===== config.mk =====
export PLATFORM = sky130hd
export DESIGN_NAME = writeback_regfile
export DESIGN_NICKNAME = d
export VERILOG_FILES = /design/src/rtl/writeback_regfile.sv
export SDC_FILE = /design/constraint.sdc
export NUM_CORES = 1
export LEC_CHECK = 0
export ABC_AREA = 1
export CORE_AREA = 2 2 456 458
export DETAILED_ROUTE_END_ITERATION = 6
export DIE_AREA = 0 0 458 460
export GPL_TIMING_DRIVEN = 1
export REMOVE_ABC_BUFFERS = 1
export SETUP_SLACK_MARGIN = 0.3
export SYNTH_ARGS = -nofsm -noshare
export SYNTH_HDL_FRONTEND = slang
export SYNTH_SLANG_ARGS = --single-unit
export TNS_END_PERCENT = 5

===== constraint.sdc =====
create_clock -name clk -period 6.9 [get_ports clk]
set_clock_uncertainty 0.15 [all_clocks]
set_input_delay 1.035 -clock clk [delete_from_list [all_inputs] [get_ports clk]]
set_output_delay 1.035 -clock clk [all_outputs]
set_load 0.02 [all_outputs]

===== src/rtl/writeback_regfile.sv =====
// writeback_regfile
// Write-back stage of the Y86-64 SEQ processor together with the
// architectural register file it owns.
//
// Ports:
//   clk, reset          clock and synchronous active-high reset
//   wb_valid            an instruction is presented for commit this cycle
//   icode, rA, rB, cnd  decoded fields and condition flag of that instruction
//   valE, valM          ALU result and memory read data to be committed
//   stat_in             status of the instruction (AOK/HLT/ADR/INS)
//   rax .. r14          current register contents, indices 0..14
//   stat_out            processor status, same encoding as stat_in
//   halted              high once the processor has stopped
//   retired             count of committed instructions (wraps)
module writeback_regfile #(
    parameter logic [63:0] RSP_INIT = 64'h0,
    parameter int          CNT_W    = 64
) (
    input  logic             clk,
    input  logic             reset,
    input  logic             wb_valid,
    input  logic [3:0]       icode,
    input  logic [3:0]       rA,
    input  logic [3:0]       rB,
    input  logic             cnd,
    input  logic [63:0]      valE,
    input  logic [63:0]      valM,
    input  logic [1:0]       stat_in,
    output logic [63:0]      rax,
    output logic [63:0]      rcx,
    output logic [63:0]      rdx,
    output logic [63:0]      rbx,
    output logic [63:0]      rsp,
    output logic [63:0]      rbp,
    output logic [63:0]      rsi,
    output logic [63:0]      rdi,
    output logic [63:0]      r8,
    output logic [63:0]      r9,
    output logic [63:0]      r10,
    output logic [63:0]      r11,
    output logic [63:0]      r12,
    output logic [63:0]      r13,
    output logic [63:0]      r14,
    output logic [1:0]       stat_out,
    output logic             halted,
    output logic [CNT_W-1:0] retired
);

    localparam logic [1:0] STAT_AOK = 2'd0;
    localparam logic [1:0] STAT_HLT = 2'd1;
    localparam logic [1:0] STAT_INS = 2'd3;
    localparam logic [3:0] REG_NONE = 4'hF;
    localparam logic [3:0] REG_RSP  = 4'h4;

    typedef enum logic {
        RUN,
        HALTED
    } state_t;

    state_t      state;
    logic [63:0] regs [0:14];
    logic [3:0]  dst_e;
    logic [3:0]  dst_m;

    // Destination selection; a conditional move that fails its condition
    // behaves as if it had no destination at all.
    always_comb begin
        dst_e = REG_NONE;
        dst_m = REG_NONE;
        case (icode)
            4'h2:                      dst_e = cnd ? rB : REG_NONE;
            4'h3, 4'h6:                dst_e = rB;
            4'h8, 4'h9, 4'hA, 4'hB:    dst_e = REG_RSP;
            default:                   dst_e = REG_NONE;
        endcase
        case (icode)
            4'h5, 4'hB: dst_m = rA;
            default:    dst_m = REG_NONE;
        endcase
    end

    // Commit and status tracking. The valM write comes second so that it
    // wins when both destinations name the same register (popq %rsp).
    // Any non-AOK outcome stops the machine without touching registers,
    // and only HLT-type stops count as a retired instruction.
    always_ff @(posedge clk) begin
        if (reset) begin
            for (int i = 0; i < 15; i++) begin
                regs[i] <= (i == 4) ? RSP_INIT : 64'h0;
            end
            state    <= RUN;
            stat_out <= STAT_AOK;
            halted   <= 1'b0;
            retired  <= '0;
        end else if (state == RUN && wb_valid) begin
            if (stat_in == STAT_HLT || (stat_in == STAT_AOK && icode == 4'h0)) begin
                retired  <= retired + CNT_W'(1);
                state    <= HALTED;
                stat_out <= STAT_HLT;
                halted   <= 1'b1;
            end else if (stat_in == STAT_AOK && icode <= 4'hB) begin
                if (dst_e != REG_NONE) begin
                    regs[dst_e] <= valE;
                end
                if (dst_m != REG_NONE) begin
                    regs[dst_m] <= valM;
                end
                retired <= retired + CNT_W'(1);
            end else if (stat_in == STAT_AOK) begin
                state    <= HALTED;
                stat_out <= STAT_INS;
                halted   <= 1'b1;
            end else begin
                state    <= HALTED;
                stat_out <= stat_in;
                halted   <= 1'b1;
            end
        end
    end

    assign rax = regs[0];
    assign rcx = regs[1];
    assign rdx = regs[2];
    assign rbx = regs[3];
    assign rsp = regs[4];
    assign rbp = regs[5];
    assign rsi = regs[6];
    assign rdi = regs[7];
    assign r8  = regs[8];
    assign r9  = regs[9];
    assign r10 = regs[10];
    assign r11 = regs[11];
    assign r12 = regs[12];
    assign r13 = regs[13];
    assign r14 = regs[14];

endmodule


==> Implementation_results.wiki <==
{| class="wikitable"
! Metric !! Value
|-
| Outcome || finished, final reports clean
|-
| Data required, critical path || 7.36 ns
|-
| Global-route usage over all layers || 24.1%
|-
| Share of synthesized flip-flops with an asynchronous set or reset || 0%
|-
| Highest cell delay on the worst timing path || 0.88 ns
|-
| Hpwl dp || 184000 um
|-
| Wire length per cell || 28.4 um
|-
| Pin count of the biggest net entering global routing || 140
|-
| Register area || 30200 um2
|-
| Yosys warning total || 0
|-
| Placer's final routability congestion estimate || 0.889
|-
| Die width || 458 um
|-
| Final setup violation count || 0
|-
| Post-synth design cell area || 48200 um2
|-
| Cell chosen for the clock root || sky130_fd_sc_hd__clkbuf_16
|-
| Utilization after layout || 32.5%
|-
| Max-Slew Margin vs Limit || 14.1%
|-
| Area of the die || 211000 um2
|-
| Fmax || 222 MHz
|-
| Via/cell ratio || 4.85
|-
| Worst endpoint data arrival time || 4.97 ns
|-
| Cells along the critical path || clkdlybuf4s50_1 -> inv_1 -> nor2_1 -> nand2_1 -> nand2_2 -> nor2_4 -> nor2_2 -> inv_2 -> nor2_4 -> buf_4 -> inv_2 -> nor2_4 -> buf_4 -> nand2_1 -> nand2_1
|-
| Clock-pin transition on the worst setup and hold timing paths || 0.06 ns
|-
| Most instantiated library cell after synthesis || sky130_fd_sc_hd__nand2_1
|-
| Fin crit period || 4.51 ns
|-
| Total instance count after detailed placement || 9086
|-
| Via count || 45200
|-
| Hold-fix buffers, CTS || 0
|-
| Starting density of the core || 23.4%
|-
| Cell area after layout || 66900 um2
|-
| Number of instances in the synthesized netlist || 5461
|-
| Register bit total from synthesis || 1027
|-
| Post-synthesis cell type with the largest combined area || sky130_fd_sc_hd__edfxtp_1
|-
| Routed Antenna Nets || 0
|-
| Number of port buffers || 1172
|-
| Area added between synthesis and finish || 38.8%
|-
| Post-CTS Setup Bufs || 0
|-
| Overall power after layout || 15.1 mW
|-
| Area of the placeable core || 206000 um2
|-
| Mean post-synth cell area || 8.83 um2
|-
| Area share of the leading cell type in the synthesized netlist || 59.8%
|-
| Later-pin clock latency in the skew report || 0.78 ns
|-
| DRC violation count after routing || 0
|-
| Clock tree sinks || 1027
|-
| Grt ovf || 0
|-
| Total Nets Final || 6646
|-
| Hold Path Class || flop to flop
|-
| Non-filler cells, final || 9317
|-
| Number of buffers created by CTS || 115
|-
| Worst-margin pin slew || 1.28 ns
|-
| Final hold violations || 0
|-
| Max-cap violations || 0
|-
| Hold WS || 0.337 ns
|-
| Vias in the first global route || 42600
|-
| Area used by multi-input combinational logic || 15500 um2
|-
| Clock tree from TritonCTS || yes
|-
| Element type at the critical path end || flop
|-
| Initial antenna violation count || 31
|-
| Portion of the clock cycle consumed by the worst path in the final layout || 65.4%
|-
| Synth area leaders || sky130_fd_sc_hd__edfxtp_1 60%, sky130_fd_sc_hd__nand2_1 20%, sky130_fd_sc_hd__nor2_1 4.4%
|-
| Total wire length after detailed routing || 265000 um
|-
| Critical-path maximum fanout || 35
|-
| Synth cell types || 33
|-
| Htree depth || 3
|-
| Worst Path Class, Setup || input pin to flop
|-
| Count of filler cells inserted in the layout || 21000
|-
| Slowest library cell on the worst path || sky130_fd_sc_hd__nor2_4
|-
| Detailed Routing Iterations Pass 1 || 7
|-
| Commonest cells post-synth || 2553 x sky130_fd_sc_hd__nand2_1, 960 x sky130_fd_sc_hd__edfxtp_1, 566 x sky130_fd_sc_hd__nor2_1
|-
| EDFF count, synth || 960
|-
| Wire length of the first global-routing pass || 352000 um
|-
| 1st-iter DRT viols || 5815
|-
| Number of gates resized after CTS || 0
|-
| Share of layout cells above drive strength 1 || 5.38%
|-
| Sequential element share of the synthesized area || 62.6%
|-
| Number of buffers between clock root and the deepest sink || 3
|-
| Power density normalized to cell area || 226 nW/um2
|-
| Instance area after placement || 63000 um2
|-
| RSZ-0062 raised after global routing || no
|-
| Startpoint Class || input pin
|-
| Peak supply drop || 0.237 mV
|-
| Die height || 460 um
|-
| Count of pins over their slew limit || 0
|-
| Ys flop type || sky130_fd_sc_hd__edfxtp_1
|-
| IO Pins || 1173
|-
| Total number of placement rows || 167
|-
| Leakage power summed over all cells || 27.0 nW
|}
## sequential cells by signal (all words and copies together) (netlist names)
| name | cells |
|---|---|
| regs | 960 |
| retired | 64 |
| stat_out | 2 |
| state | 1 |
## report_power, final
| group | switching, mW | internal [mW] |
|---|---|---|
| logic | 1.11 | 0.509 |
| registers | 0.0964 | 7.00 |
| clock network | 2.86 | 3.56 |
| total | 4.06 | 11.1 |
## per-layer routing
layer	track usage, %	part of all wire (%)	vias to the layer above	wire, um
met2	38.1	45	3297	119000
met1	29.6	38	21600	100000
met5	0.597	0.089	-	235
met3	7.22	11	629	30200
li1	-	-	19600	-
met4	12.5	5.5	14	14500
## layout by cell type (no fill, tap or decap), types with 8 or more instances in the layout
cell type	n
sky130_fd_sc_hd__nor2_1	552
sky130_fd_sc_hd__dfxtp_1	67
sky130_fd_sc_hd__o21ai_0	97
sky130_fd_sc_hd__buf_4	83
sky130_fd_sc_hd__clkbuf_16	116
sky130_fd_sc_hd__edfxtp_1	960
sky130_fd_sc_hd__diode_2	15
sky130_fd_sc_hd__nor2_4	25
sky130_fd_sc_hd__nand2_1	2543
sky130_fd_sc_hd__o21ai_1	178
sky130_fd_sc_hd__a21oi_1	22
sky130_fd_sc_hd__clkinv_2	25
sky130_fd_sc_hd__nor3_1	17
sky130_fd_sc_hd__nand2_4	10
sky130_fd_sc_hd__nand3_1	248
sky130_fd_sc_hd__clkdlybuf4s50_1	1171
sky130_fd_sc_hd__nor2_2	8
sky130_fd_sc_hd__bufinv_16	12
sky130_fd_sc_hd__buf_12	22
sky130_fd_sc_hd__nand4_1	24
sky130_fd_sc_hd__clkbuf_1	17
sky130_fd_sc_hd__inv_2	10
sky130_fd_sc_hd__clkinv_1	90
sky130_fd_sc_hd__inv_1	232
## final timing paths
kind / from / end / cells past startpoint / slack (ns)
setup / recovery: icode[2] / regs[8][40] / 15 / 2.39
hold / removal: state / state / 2 / 0.34
setup reg to reg: state / regs[14][58] / 9 / 3.25
hold reg to reg: state / state / 2 / 0.34
## stage by stage
stage	TNS (ns)	setup WS [ns]
after floorplan	-737.44	-1.92
after global placement	0	1.68
after detailed placement	0	1.68
after CTS	0	2.53
after global routing	0	2.30
final	0	2.39
## cell families (layout without fill, tap and decap cells)
family | Yosys count | after routing | share of synthesized area (%)
buffers and inverters | 665 | 1802 | 5.88
XOR/XNOR | 11 | 11 | 0.200
flip-flops | 1027 | 1027 | 62.6
adder cells (fa/ha/maj) | 1 | 1 | 0.0260
AND/OR/NAND/NOR | 3446 | 3446 | 28.0
other | 0 | 15 | 0
AO/OA/AOI/OAI | 311 | 311 | 3.27
## worst max-delay path: cells and delay by family
kind          cells  cell delay [ns]
simple gates      9             1.73
buf+inv           6             2.13
## layout make-up
class / instances / share of cell area (%)
Sequential cell: 1027 / 45.1
Multi-Input combinational cell: 3769 / 23.1
Timing Repair Buffer: 1277 / 19.1
Tap cell: 2704 / 5.06
Clock buffer: 133 / 4.44
Inverter: 309 / 1.75
Clock inverter: 83 / 1.33
Antenna cell: 15 / 0.0561
Note: power is estimated with default switching activity, not from simulation.
